==> src/rtl/snake_pkg.sv <==
// Shared types for the snake direction scheduler: direction codes, run-state
// encodings and the reversal helper used by the enqueue filter.
package snake_pkg;

    typedef enum logic [1:0] {
        DIR_UP = 2'd0,
        DIR_DN = 2'd1,
        DIR_RT = 2'd2,
        DIR_LT = 2'd3
    } dir_e;

    typedef enum logic [1:0] {
        ST_IDLE  = 2'd0,
        ST_RUN   = 2'd1,
        ST_PAUSE = 2'd2,
        ST_DEAD  = 2'd3
    } state_e;

    localparam int MAX_QUEUE_DEPTH = 4;

    // Codes are paired so that flipping bit 0 yields the reverse heading.
    function automatic dir_e opposite(input dir_e d);
        return dir_e'(d ^ 2'b01);
    endfunction

endpackage

==> src/rtl/snake_dir_ctrl_if.sv <==
// Button/tick inputs and movement outputs of the direction scheduler.
// The master side drives buttons and ticks; the slave side is the scheduler.
interface snake_dir_ctrl_if;

    logic       I_button_u;
    logic       I_button_d;
    logic       I_button_r;
    logic       I_button_l;
    logic       I_tick;
    logic       I_game_over;
    logic [1:0] O_dir;
    logic       O_step;
    logic       O_running;
    logic [2:0] O_qcount;

    modport master (
        output I_button_u, I_button_d, I_button_r, I_button_l, I_tick, I_game_over,
        input  O_dir, O_step, O_running, O_qcount
    );

    modport slave (
        input  I_button_u, I_button_d, I_button_r, I_button_l, I_tick, I_game_over,
        output O_dir, O_step, O_running, O_qcount
    );

endinterface

==> src/rtl/dir_fifo.sv <==
// Small circular queue of pending turns. Exposes both the oldest entry (head)
// and the newest one (tail), since the enqueue filter compares against the latter.
module dir_fifo
    import snake_pkg::*;
#(
    parameter int DEPTH = 2
) (
    input  logic       clk,
    input  logic       rst_n,
    input  logic       push,
    input  logic       pop,
    input  logic       flush,
    input  dir_e       din,
    output dir_e       head,
    output dir_e       tail,
    output logic [2:0] count
);

    logic [1:0] rdPtr_q, rdPtr_d;
    logic [1:0] wrPtr_q, wrPtr_d;
    logic [2:0] count_q, count_d;
    logic [1:0] lastPtr;
    logic       doPush;
    logic       doPop;
    dir_e       mem_q [MAX_QUEUE_DEPTH];

    function automatic logic [1:0] nextPtr(input logic [1:0] p);
        return (p == 2'(DEPTH - 1)) ? 2'd0 : p + 2'd1;
    endfunction

    // A pop frees a slot in the same cycle, so a full queue still accepts a push alongside it.
    assign doPop   = pop && (count_q != 3'd0);
    assign doPush  = push && ((count_q != 3'(DEPTH)) || doPop);
    assign lastPtr = (wrPtr_q == 2'd0) ? 2'(DEPTH - 1) : wrPtr_q - 2'd1;

    assign head  = mem_q[rdPtr_q];
    assign tail  = mem_q[lastPtr];
    assign count = count_q;

    always_comb begin
        rdPtr_d = rdPtr_q;
        wrPtr_d = wrPtr_q;
        count_d = count_q;
        if (flush) begin
            rdPtr_d = 2'd0;
            wrPtr_d = 2'd0;
            count_d = 3'd0;
        end else begin
            if (doPush) wrPtr_d = nextPtr(wrPtr_q);
            if (doPop)  rdPtr_d = nextPtr(rdPtr_q);
            case ({doPush, doPop})
                2'b10:   count_d = count_q + 3'd1;
                2'b01:   count_d = count_q - 3'd1;
                default: count_d = count_q;
            endcase
        end
    end

    always_ff @(posedge clk or negedge rst_n) begin
        if (!rst_n) begin
            rdPtr_q <= 2'd0;
            wrPtr_q <= 2'd0;
            count_q <= 3'd0;
            for (int i = 0; i < MAX_QUEUE_DEPTH; i++) mem_q[i] <= DIR_UP;
        end else begin
            rdPtr_q <= rdPtr_d;
            wrPtr_q <= wrPtr_d;
            count_q <= count_d;
            if (!flush && doPush) mem_q[wrPtr_q] <= din;
        end
    end

endmodule

==> src/rtl/snake_dir_ctrl.sv <==
// Direction scheduler: button edge detect, fixed-priority arbitration, turn queue
// and IDLE/RUN/PAUSE/DEAD sequencing. Define SNAKE_PAUSE_EN to make U+D toggle PAUSE.
module snake_dir_ctrl
    import snake_pkg::*;
#(
    parameter int         QUEUE_DEPTH = 2,
    parameter logic [1:0] INIT_DIR    = 2'd2
) (
    input  logic          I_clk,
    input  logic          I_rst_n,
    snake_dir_ctrl_if.slave bus
);

    logic [3:0] btnVec;
    logic [3:0] btnD1_q;
    logic [3:0] press;
    logic       anyPress;
    dir_e       selDir;
    dir_e       refDir;
    logic       accept;

    state_e     state_q, state_d;
    dir_e       dir_q, dir_d;
    logic       step_q, step_d;

    logic       fPush, fPop, fFlush;
    dir_e       fHead, fTail;
    logic [2:0] fCount;

    // Bit index equals the direction code, so arbitration is lowest-index-wins.
    assign btnVec   = {bus.I_button_l, bus.I_button_r, bus.I_button_d, bus.I_button_u};
    assign press    = btnVec & ~btnD1_q;
    assign anyPress = |press;

    always_comb begin
        selDir = DIR_LT;
        if (press[0])      selDir = DIR_UP;
        else if (press[1]) selDir = DIR_DN;
        else if (press[2]) selDir = DIR_RT;
    end

`ifdef SNAKE_PAUSE_EN
    logic pauseToggle;
    assign pauseToggle = press[0] & press[1];
`endif

    // Turns are filtered against the heading the snake will have once the queue drains.
    assign refDir = (fCount != 3'd0) ? fTail : dir_q;
    assign accept = anyPress
                 && (selDir != refDir)
                 && (selDir != opposite(refDir))
                 && (fCount != 3'(QUEUE_DEPTH));

    always_comb begin
        state_d = state_q;
        dir_d   = dir_q;
        step_d  = 1'b0;
        fPush   = 1'b0;
        fPop    = 1'b0;
        fFlush  = 1'b0;
        case (state_q)
            ST_IDLE: begin
                if (anyPress) begin
                    state_d = ST_RUN;
                    fPush   = accept;
                end
            end
            ST_RUN: begin
                if (bus.I_game_over) begin
                    state_d = ST_DEAD;
                    fFlush  = 1'b1;
                end
`ifdef SNAKE_PAUSE_EN
                else if (pauseToggle) begin
                    state_d = ST_PAUSE;
                end
`endif
                else begin
                    fPush = accept;
                    if (bus.I_tick) begin
                        step_d = 1'b1;
                        if (fCount != 3'd0) begin
                            fPop  = 1'b1;
                            dir_d = fHead;
                        end
                    end
                end
            end
`ifdef SNAKE_PAUSE_EN
            ST_PAUSE: begin
                if (bus.I_game_over) begin
                    state_d = ST_DEAD;
                    fFlush  = 1'b1;
                end else if (pauseToggle) begin
                    state_d = ST_RUN;
                end
            end
`endif
            ST_DEAD: begin
                fFlush = 1'b1;
                if (!bus.I_game_over && anyPress) begin
                    state_d = ST_IDLE;
                    dir_d   = dir_e'(INIT_DIR);
                end
            end
            default: state_d = ST_IDLE;
        endcase
    end

    always_ff @(posedge I_clk or negedge I_rst_n) begin
        if (!I_rst_n) begin
            btnD1_q <= 4'b0000;
            state_q <= ST_IDLE;
            dir_q   <= dir_e'(INIT_DIR);
            step_q  <= 1'b0;
        end else begin
            btnD1_q <= btnVec;
            state_q <= state_d;
            dir_q   <= dir_d;
            step_q  <= step_d;
        end
    end

    dir_fifo #(
        .DEPTH (QUEUE_DEPTH)
    ) u_fifo (
        .clk   (I_clk),
        .rst_n (I_rst_n),
        .push  (fPush),
        .pop   (fPop),
        .flush (fFlush),
        .din   (selDir),
        .head  (fHead),
        .tail  (fTail),
        .count (fCount)
    );

    assign bus.O_dir     = dir_q;
    assign bus.O_step    = step_q;
    assign bus.O_running = (state_q == ST_RUN);
    assign bus.O_qcount  = fCount;

endmodule

==> src/flat_wrapper.sv <==
// flat-port wrapper written by rule: the top's interface ports become plain ports
module snake_dir_ctrl_flat import snake_pkg::*;
#(
    parameter int         QUEUE_DEPTH = 2,
    parameter logic [1:0] INIT_DIR    = 2'd2
)
  (I_clk, I_rst_n, bus_I_button_u, bus_I_button_d, bus_I_button_r, bus_I_button_l, bus_I_tick, bus_I_game_over, bus_O_dir, bus_O_step, bus_O_running, bus_O_qcount);
  snake_dir_ctrl_if bus_i ();
  input  logic I_clk;
  input  logic I_rst_n;
  input wire logic [$bits(bus_i.I_button_u)-1:0] bus_I_button_u;
  input wire logic [$bits(bus_i.I_button_d)-1:0] bus_I_button_d;
  input wire logic [$bits(bus_i.I_button_r)-1:0] bus_I_button_r;
  input wire logic [$bits(bus_i.I_button_l)-1:0] bus_I_button_l;
  input wire logic [$bits(bus_i.I_tick)-1:0] bus_I_tick;
  input wire logic [$bits(bus_i.I_game_over)-1:0] bus_I_game_over;
  output wire logic [$bits(bus_i.O_dir)-1:0] bus_O_dir;
  output wire logic [$bits(bus_i.O_step)-1:0] bus_O_step;
  output wire logic [$bits(bus_i.O_running)-1:0] bus_O_running;
  output wire logic [$bits(bus_i.O_qcount)-1:0] bus_O_qcount;
  assign bus_i.I_button_u = bus_I_button_u;
  assign bus_i.I_button_d = bus_I_button_d;
  assign bus_i.I_button_r = bus_I_button_r;
  assign bus_i.I_button_l = bus_I_button_l;
  assign bus_i.I_tick = bus_I_tick;
  assign bus_i.I_game_over = bus_I_game_over;
  assign bus_O_dir = bus_i.O_dir;
  assign bus_O_step = bus_i.O_step;
  assign bus_O_running = bus_i.O_running;
  assign bus_O_qcount = bus_i.O_qcount;
  snake_dir_ctrl #(.QUEUE_DEPTH(QUEUE_DEPTH), .INIT_DIR(INIT_DIR)) u_core (.I_clk(I_clk), .I_rst_n(I_rst_n), .bus(bus_i));
endmodule
==> config.mk <==
export PLATFORM = sky130hd
export DESIGN_NAME = snake_dir_ctrl_flat
export DESIGN_NICKNAME = d
export VERILOG_FILES = /design/src/rtl/snake_pkg.sv /design/src/rtl/snake_dir_ctrl_if.sv /design/src/rtl/dir_fifo.sv /design/src/rtl/snake_dir_ctrl.sv /design/src/flat_wrapper.sv
export SDC_FILE = /design/constraint.sdc
export NUM_CORES = 1
export LEC_CHECK = 0
export ABC_CLOCK_PERIOD_IN_PS = 2500
export CORE_ASPECT_RATIO = 1.1
export CORE_MARGIN = 2
export CORE_UTILIZATION = 50
export CTS_CLUSTER_DIAMETER = 100
export DETAILED_ROUTE_END_ITERATION = 10
export PLACE_DENSITY = 0.74
export SYNTH_ARGS = -nofsm -noshare
export SYNTH_HDL_FRONTEND = slang
export SYNTH_SLANG_ARGS = --single-unit
==> constraint.sdc <==
create_clock -name I_clk -period 2.5 [get_ports I_clk]
set_input_delay 0.75 -clock I_clk [delete_from_list [all_inputs] [get_ports I_clk]]
set_output_delay 0.75 -clock I_clk [all_outputs]
set_load 0.01 [all_outputs]
Word-level counts from Yosys, hierarchy flattened

Index checks and enable logic that the tools add are counted.

Register bits: 24
Bits in latches: 0
Memory bits (writable): 0
ROM bits: 0
Input port bits: 8
Output and inout port bits: 7
Logic and storage cells: 105
Memories: 0

Add/sub/neg operators: 5
Multiply operators: 0
Div/mod/pow operators: 0
$lt $le $gt $ge: 4
Eq/ne operators: 15
Shift-type cells: 0
Mux-type cells: 43
Bitwise logic cells: 6
Reduce and logical (&&, ||, !) cells: 21

Operator list:

| operator            | count |
|---|---|
| $mux 2              | 22 |
| $mux 1              | 11 |
| $ge 3x3->1 const B  | 3 |
| $not 2->3           | 3 |
| $bmux 2 s2          | 2 |
| $bwmux 8            | 1 |
| $eq 2x1->1 const B  | 4 |
| $logic_and 1x1->1   | 8 |
| $ne 2x1->1 const B  | 3 |
| $ne 2x2->1 const B  | 3 |
| $pmux 2 s3          | 1 |
| $pmux 3 s2          | 1 |
| $reduce_bool 2->1   | 3 |
| $reduce_bool 3->1   | 2 |
| $reduce_and 5->1    | 1 |
| $add 2x1->2 const B | 2 |
| $and 4x4->4         | 1 |
| $demux 2 s2         | 1 |
| $eq 2x2->1 const B  | 2 |
| $logic_not 2->1     | 2 |
| $ne 2x2->1          | 2 |
| $not 4->4           | 1 |
| $pmux 1 s2          | 2 |
| $pmux 2 s2          | 1 |
| other kinds (11)    | 12 |

Logic depth before layout (Yosys ltp)

Gate-level depths: netlist (run 1).

Word-level depth: 17
Depth in mapped cells: 11
Depth with buffers taken out: 10

By module

Synthesis (run 1) repeated with hierarchy kept, for this count alone.

Cell total of the unflattened synthesis: 126
Area total of the unflattened synthesis: 1390.1 um2

Modules (own cells, without submodules):

| module         | instances | cells each | area an instance (um2) | sequential area each (um2) |
|---|---|---|---|---|
| dir_fifo       | 1         | 85         | 919.6                  | 375.4 |
| snake_dir_ctrl | 1         | 41         | 470.5                  | 226.5 |

Worst setup path after synthesis (run 1)

Ideal clock, no wire load.

Path kind: input port to flip-flop
From: input port bus_I_button_u
To: register u_core.u_fifo.count_q[2], in the netlist u_core.u_fifo.count[2]
Library setup time: 0.077 ns
Arrival time: 2.752 ns
Data required time: 2.423 ns
Slack: -0.329 ns
Cell stages on the path: 10
Path buffers: 0
Cell sequence: and2b_1 > a211oi_2 > nand2_1 > mux2i_2 > inv_1 > ha_1 > fa_1 > xnor2_1 > or3_1 > a21oi_1

Word-level cells in the longest chain between the ends: 12
Elaborated cells on any way between the ends: 17
Classes of those cells: 4 x eq/ne; 6 x mux; 1 x bitwise; 6 x reduce/logical

Ends and longest elaborated chain:

| what                                            | line                                       | source |
|---|---|---|
| start, declared                                 | flat_wrapper.sv:11                         | `input wire logic [$bits(bus_i.I_button_u)-1:0] bus_I_button_u;` |
| $and 4x4->4 (*)                                 | snake_dir_ctrl.sv:32                       | `assign press = btnVec & ~btnD1_q;` |
| $mux 2                                          | snake_dir_ctrl.sv:37                       | `if (press[0]) selDir = DIR_UP;` |
| $ne 2x2->1                                      | snake_dir_ctrl.sv:50                       | `&& (selDir != refDir)` |
| $logic_and 1x1->1                               | snake_dir_ctrl.sv:50                       |  |
| $logic_and 1x1->1                               | snake_dir_ctrl.sv:51                       | `&& (selDir != opposite(refDir))` |
| $logic_and 1x1->1                               | snake_dir_ctrl.sv:52                       | `&& (fCount != 3'(QUEUE_DEPTH));` |
| $mux 1 (on tied branches)                       | snake_dir_ctrl.sv:69, snake_dir_ctrl.sv:63 |  |
| $pmux 1 s2 (*)                                  | snake_dir_ctrl.sv:61                       | `case (state_q)` |
| $logic_and 1x1->1 (*)                           | dir_fifo.sv:33                             | `assign doPush = push && ((count_q != 3'(DEPTH)) \|\| doPop);` |
| $eq 2x1->1 / $eq 2x2->1 (equally long branches) | dir_fifo.sv:51                             | `case ({doPush, doPop})` |
| $pmux 3 s2                                      | dir_fifo.sv:51                             |  |
| $mux 3                                          | dir_fifo.sv:44                             | `if (flush) begin` |
| end signal, assigned                            | dir_fifo.sv:68                             | `count_q <= count_d;` |
| end, declared                                   | dir_fifo.sv:21                             | `logic [2:0] count_q, count_d;` |

Mark *: on every way between the ends. The rest lies on a longest branch, timed or not.
A chain may end at the register's enable or synchronous reset.

Worst setup path in the final report (run 1)

From: input port bus_I_button_d
To: register u_core.u_fifo.count_q[2], in the netlist u_core.u_fifo.count[2]

Word-level cells in the longest chain between the ends: 13
Elaborated cells on any way between the ends: 18
Classes of those cells: 4 x eq/ne; 7 x mux; 1 x bitwise; 6 x reduce/logical

Ends and longest elaborated chain:

| what                                            | line                                       | source |
|---|---|---|
| start, declared                                 | flat_wrapper.sv:12                         | `input wire logic [$bits(bus_i.I_button_d)-1:0] bus_I_button_d;` |
| $and 4x4->4 (*)                                 | snake_dir_ctrl.sv:32                       |  |
| $mux 2                                          | snake_dir_ctrl.sv:38                       | `else if (press[1]) selDir = DIR_DN;` |
| $mux 2                                          | snake_dir_ctrl.sv:37                       |  |
| $ne 2x2->1                                      | snake_dir_ctrl.sv:50                       |  |
| $logic_and 1x1->1                               | snake_dir_ctrl.sv:50                       |  |
| $logic_and 1x1->1                               | snake_dir_ctrl.sv:51                       |  |
| $logic_and 1x1->1                               | snake_dir_ctrl.sv:52                       |  |
| $mux 1 (on tied branches)                       | snake_dir_ctrl.sv:69, snake_dir_ctrl.sv:63 |  |
| $pmux 1 s2 (*)                                  | snake_dir_ctrl.sv:61                       |  |
| $logic_and 1x1->1 (*)                           | dir_fifo.sv:33                             |  |
| $eq 2x1->1 / $eq 2x2->1 (equally long branches) | dir_fifo.sv:51                             |  |
| $pmux 3 s2                                      | dir_fifo.sv:51                             |  |
| $mux 3                                          | dir_fifo.sv:44                             |  |

Marked as above.

==> results summary, run 1 <==
The length of the first detailed-routing pass in iterations is 4. Yosys printed 0 warnings. The area taken by flip-flops and latches came out at 606 µm². The number of buffers and inverters on the critical path is 2.

The completed layout was analyzed and its total power is 0.00138 W. The synthesized design contains 0 enable-type register cells. The worst setup path is captured at a flop. The maximum clock frequency came out at 402 MHz. The highest ir drop seen on vdd came out at 0.000497 V.

The critical path goes through buf_6, and2b_2, a211oi_2, nand2_1, mux2i_2, inv_2, ha_4, fa_2, xnor2_2, or3_1, a21oi_2. The die area is 0.00317 mm². The width of the chip came out at 53.8 µm. The number of max-capacitance violations reported is 0. The endpoint arrival time on the critical path is 2.74 ns. The count of antenna-violating nets left after detailed routing is 0. The required time at the worst-slack endpoint is 2.75 ns. For this block, the initial DRC count from the detailed router was 40. The count of final hold-check violations came to 0. After clock tree synthesis, the clock-pin slew on the worst setup and hold paths is 0.13 ns.

The highest net fanout along the worst path came out at 2. The total global-route track usage came out at 22.2%. The post-synthesis cell count is 130.

Summed over all cells, the static leakage comes to 0.765 nW. The worst pin sits at a relative slew slack of 77.5%. The max-slew violation count was 0.

The share of the cycle needed by the critical path after routing is 99.6%. In the final layout, the share of cells above drive strength 1 is 32.4%. The slack of the worst reg-to-reg path is 0.04 ns. The number of rows in the core area is 19.

The run finished with clean final reports. The cts-stage hold buffer count came out at 0. The number of clock sinks seen by CTS is 24. For the worst flop-to-flop path, the logic depth is 10. For the pin with the worst max-slew slack, the measured transition is 0.334 ns.

The clock insertion delay at the later pin of the skew report is 0.31 ns. In this design, the stage delay of the slowest critical-path cell is 0.35 ns. The post-layout net count came out at 181. The count of state elements after synthesis is 24. After detailed routing, the number of vias per cell comes to 5.61. The vias after detailed routing came out at 1128. The congestion estimate from routability-driven global placement came to 0.798.

The area occupied by multi-input gates came out at 743 µm². Clock tree synthesis selected as its root buffer the cell clkbuf_4. The placeable core region is 0.00254 mm². The hold-critical path depth is 2. The routed design could run at a clock period as short as 2.49 ns. Relative to the synthesized area, the layout overhead comes to 29.5%. The routed wirelength normalized by instance count came out at 14.9 µm. The cell area after synthesis came out at 0.00137 mm². The initial antenna violation count is 0. The post-route worst hold slack is 0.506 ns. After synthesis, the mean cell area works out to 10.5 µm².

Setup repair after global routing could not meet its margin everywhere. The layout has 191 filler cells. The CTS buffer count came out at 3.

The wire length after detailed routing came out at 2.99 mm. TritonCTS built the clock tree. The setup skew after layout is 0.00374 ns. The count of boundary I/O pins is 15.

The final setup violation count is 0. The clock passes through at most 2 buffers. The number of global-route vias before repair came to 1097. The post-detailed-placement half-perimeter wirelength is 2.22 mm. The die span in y came out at 58.8 µm. The number of cells on the critical path is 11. STA classifies the critical path startpoint as an input pin. Buffers placed on the I/O ports in this run total 14. The portion of the post-synthesis area used by sequential elements came out at 44.0%. Yosys mapped the design onto 39 distinct sky130hd cell types. The slowest stage of the critical path is the fa_2 cell. The largest net degree at the start of global routing is 25. Among cell families on the critical path, the largest total delay comes from simple AND/OR/NAND/NOR gates. The number of diodes is 0. The most used flip-flop cell after synthesis is dfrtp_1. The initial standard-cell utilization of the core came out at 53.7%. The net count after synthesis is 140.

The worst setup path is of the input pin to flop kind. The H-tree depth reported by CTS came out at 1. After global routing the overflow that remains totals 0. The residual DRC count came out at 0. The areal power density over the cells came out at 781 mW/mm². The first global-routing pass estimated 5.01 mm of wire. The path class of the tightest hold or removal check is flop to flop. The proportion of register bits with asynchronous set or reset after synthesis came out at 100%.
registers in the layout, indices dropped and copies added (netlist names):
name and count:
u_core.bus.O_step 1, u_core.u_fifo.wrPtr_q 2, u_core.btnD1_q 4, u_core.u_fifo.count 3, u_core.bus.O_dir 2, u_core.u_fifo.mem_q 8
u_core.u_fifo.rdPtr_q 2, u_core.state_q 2
kinds of logic (layout without fill, tap and decap cells):
group	after synthesis	count (layout)	share of synthesized area (%)
fa+ha+maj	2	2	2.38
buf+inv	9	49	3.57
flops	24	24	44.0
simple gates	53	53	21.0
compound gates	23	23	12.8
xor+xnor	3	3	1.92
mux	16	16	14.3
per-stage QoR:
step / setup TNS, ns / utilization (%) / setup WS (ns) / area, µm² / cells
floorplan: -0.263 / - / -0.241 / 1370 / 130
detailed placement: -1.55 / 66.0 / -0.662 / 1680 / 191
global placement: -1.25 / 66.0 / -0.532 / 1680 / 191
finish: 0 / 69.6 / 0.00954 / 1770 / 201
CTS: -0.0869 / 68.9 / -0.0869 / 1750 / 200
global route: -0.0721 / 69.6 / -0.0721 / 1770 / 201
report_power, final:
| part | internal (W) | switching (W) |
|---|---|---|
| Clock | 0.0000623 | 0.000114 |
| Sequential | 0.000462 | 0.0000655 |
| Combinational | 0.000349 | 0.000329 |
synthesized netlist by cell type (2+ instances only):
library cell	instances	area share, %
o21ai_1	2	0.73
mux2_1	5	4.1
and2b_1	3	1.6
nand3_1	12	4.4
clkbuf_1	4	1.1
buf_6	2	1.6
nand2_1	10	2.7
nor3b_1	2	1.1
o21ai_0	6	2.2
nand4_1	3	1.4
dfrtp_1	23	42
nor2b_1	4	1.8
nand2b_1	3	1.4
mux2i_1	8	5.9
a211oi_2	2	1.8
nor2_1	10	2.7
a21oi_1	6	2.2
mux4_2	2	3.3
xnor2_1	2	1.3
inv_1	2	0.55
worst reg2reg max path, cell delays in order, from the launching register on:
cell      delay [ns]
dfrtp_2         0.46
nor3_4          0.24
a211oi_2        0.08
a21oi_4         0.17
mux2i_2         0.26
inv_2           0.07
ha_4            0.16
fa_2            0.35
xnor2_2         0.15
or3_1           0.33
a21oi_2         0.13
final cells by class:
class / count / share of cell area [%]
multi-input cells: 97 / 42.0
flip-flops and latches: 24 / 34.2
repair buffers: 42 / 19.4
well taps: 31 / 2.19
clock buffers: 4 / 1.49
inverters: 3 / 0.636
metal layers:
metal	track usage (%)	routed length, µm	vias to the layer above
li1	-	-	544
met1	29.0	1310	550
met2	37.3	1510	32
met3	3.55	148	2
met4	6.96	19	0
met5	0	0	-
cells in the final DEF (no fill, tap or decap), drive strengths merged, types with 2 or more instances in the layout:
master         count
buf               32
dfrtp             23
nand3             12
nor2              10
nand2             10
clkdlybuf4s50      9
mux2i              9
o21ai              8
a21oi              7
mux2               5
nor2b              4
clkbuf             4
nand2b             3
nand4              3
and2b              3
inv                3
nor3b              2
a211oi             2
mux4               2
xnor2              2
repair_timing:
item                       CTS  global route
pin swaps                    8             6
setup buffers                5             1
setup endpoints to repair    2             1
resized for setup           24             4
worst paths after layout:
path,start,endpoint
setup / recovery,bus_I_button_d,u_core.u_fifo.count[2]
hold / removal,u_core.bus.O_dir[1],u_core.bus.O_dir[1]
setup reg to reg,u_core.u_fifo.count[2],u_core.u_fifo.count[2]
hold reg to reg,u_core.bus.O_dir[1],u_core.bus.O_dir[1]
max in group asynchronous,I_rst_n,u_core.bus.O_dir[1]
min in group asynchronous,I_rst_n,u_core.state_q[0]
Note: power is estimated with default switching activity, not from simulation.
==> run 2: changes to the inputs <==
- CORE_ASPECT_RATIO: 1.1 -> 1.25
==> results summary, run 2 (same netlist as run 1, synthesis figures left out) <==
The flow ran to the end, and the final reports show no timing, DRC or antenna violations. The worst register-to-register path ends at u_core.u_fifo.count[2]. The number of buffers added on ports is 14. The count of antenna-violating nets left after detailed routing came out at 0.

The first global-routing pass estimated 4.93 mm of wire. The die is 62.4 µm tall. The type of the tightest min-delay check is flop to flop. The count of final hold-check violations is 0. The residual DRC count is 0. The area growth from synthesis to layout is 31.0%. The flip-flop count of the largest register, all copies and words added is 8. In this run the number of H-tree levels came out at 1.

In the final design database the tool counted 181 nets. The total congestion overflow is 0. For this run, the slowest stage of the critical path takes 0.36 ns. The number of diodes is 0. The number of clock sinks seen by CTS is 24. Measured against its own limit, the worst slew margin works out to 71.5%. The cell sitting at the root of the clock tree is a clkbuf_4.

Of all nets on the critical path, the largest fanout is 2. The finished cells cover 0.00179 mm². The slowest stage of the critical path is the fa_2 cell.

The share of the cycle needed by the critical path after routing is 99.2%. The setup skew after layout came out at 0.0116 ns. The initial DRC count came out at 36. Ranked by flip-flop count, first place goes to u_core.u_fifo.mem_q. The clock tree buffer depth came out at 2. The length of the first detailed-routing pass in iterations came out at 4. Setup violations remaining at the end of the flow were counted as 0.

The type of the worst setup path is input pin to flop. The number of global-route vias before repair is 1131. The required time at the worst-slack endpoint is 2.74 ns.

The number of rows in the core area is 21. The post-route worst hold slack came out at 0.504 ns. Setup repair after global routing could not meet its margin everywhere.

The family with the most delay on the worst path is simple AND/OR/NAND/NOR gates. The number of max-capacitance violations reported came out at 0. The vias after detailed routing is 1119. The number of cells on the critical path came out at 11.

The placer's final routability congestion estimate is 0.810. The startpoint of the most critical register-to-register path is u_core.u_fifo.count[2]. The cts-stage hold buffer count came out at 0. After detailed placement, the total cell area comes to 0.00168 mm². The minimum period implied by the final worst setup slack is 2.48 ns. The areal power density over the cells came out at 771 mW/mm². In this run the standard cell core region covers 0.00263 mm².

The worst hold endpoint is u_core.u_fifo.mem_q[0]. The post-route total power is 0.00138 W. Entering global routing, the biggest net connects 25 pins. The start point of the worst min-delay path is u_core.u_fifo.mem_q[0]. The signal on the critical path passes through buf_6, and2b_1, a211oi_4, nand2_1, mux2i_2, inv_2, ha_4, fa_2, xnor2_2, or3_1, a21oi_2.

The most frequent standard cell in the layout excluding fill and tap cells is buf_4. After detailed routing, the average wire length per cell comes to 14.1 µm. In the layout the commonest cells are 27 x buf_4, 20 x dfrtp_1, 12 x nand3_1, 10 x nor2_1, 10 x nand2_1. The total global-route track usage is 20.2%. The critical path contains buffers and inverters numbering 2 combined. The slack of the worst reg-to-reg path came out at 0.08 ns.

The wire length after detailed routing is 2.88 mm. The initial antenna violation count came out at 0. The hold-critical path depth came out at 1. The die area is 0.00317 mm². Dividing the detail-routed via count by the number of cells gives 5.49.

The CTS buffer count is 3. The count of cells along the worst register-to-register path came out at 10. The slew of the pin with the lowest slew margin is 0.424 ns.

Clock-pin slew was measured on the worst setup and hold paths at 0.13 ns. Summed over all cells, the static leakage comes to 0.774 nW. The highest ir drop seen on vdd is 0.000406 V.

The clock insertion delay at the later pin of the skew report is 0.31 ns. The kind of end point of the critical path is a flop. The clock tree from TritonCTS is built. The maximum clock frequency came out at 403 MHz.

The endpoint arrival time on the critical path is 2.72 ns. Summed over all nets, the half-perimeter wirelength after detailed placement is 2.19 mm. The initial standard-cell utilization of the core is 52.0%. The proportion of layout cells with a drive suffix above 1 came out at 32.4%. The max-slew violation count came to 0. The floorplan step set the die width to 50.8 µm. The critical path launch point type is an input pin. For this design the top-level I/O count stands at 15.
[run 2: cell counts in the layout (fill, tap and decap cells not counted)]
No cell type changed its count.
[run 2: what timing repair did]
action / 4_1_cts / 5_1_grt
buffers inserted: 2 / 4
gates cloned: 0 / 0
pin swaps: 9 / 7
setup endpoints to repair: 2 / 1
resized for setup: 23 / 6
[run 2: routing by layer]
metal / vias up / global-route usage (%) / wire length, µm
li1: 540 / - / -
met1: 550 / 23.9 / 1180
met4: 0 / 9.12 / 21
met5: - / 0 / 0
met3: 2 / 3.35 / 112
met2: 27 / 35.2 / 1570
[run 2: per-stage QoR]
stage	setup TNS (ns)	util [%]	instances	worst slack, ns
floorplan	-0.263	-	130	-0.241
global placement	-1.17	64.0	194	-0.568
detailed placement	-1.52	64.0	194	-0.645
CTS	-0.0659	66.2	200	-0.0659
global route	-0.0178	68.1	204	-0.0178
finish	0	68.1	204	0.0196
[run 2: where the power goes]
| part | switching [W] | leakage (nW) | internal (W) |
|---|---|---|---|
| registers | 0.0000700 | 0.295 | 0.000462 |
| logic | 0.000318 | 0.464 | 0.000358 |
| clock network | 0.000111 | 0.0150 | 0.0000622 |
| total | 0.000499 | 0.774 | 0.000882 |
[run 2: worst max-delay path by stage]
| stage | start | end | slack [ns] |
|---|---|---|---|
| after floorplan | bus_I_button_d | u_core.u_fifo.count[2] | -0.24 |
| after global placement | bus_I_game_over | u_core.u_fifo.count[2] | -0.57 |
| after detailed placement | bus_I_button_l | u_core.u_fifo.count[2] | -0.65 |
| after CTS | bus_I_button_d | u_core.u_fifo.count[2] | -0.07 |
| after global routing | bus_I_button_d | u_core.u_fifo.count[2] | -0.02 |
| final | bus_I_button_u | u_core.u_fifo.count[2] | 0.02 |
[run 2: final cells by class]
class | instances | area [µm²]
multi-input cells | 97 | 757
inverters | 3 | 11.3
fillers | 210 | 837
repair buffers | 42 | 348
well taps | 34 | 42.5
clock buffers | 4 | 26.3
flip-flops and latches | 24 | 606
==> run 3: changes to the inputs <==
- CAP_MARGIN: unset -> 20
==> results of run 3 <==
Same layout as run 2: the final DEF is identical, and so are final timing and power.
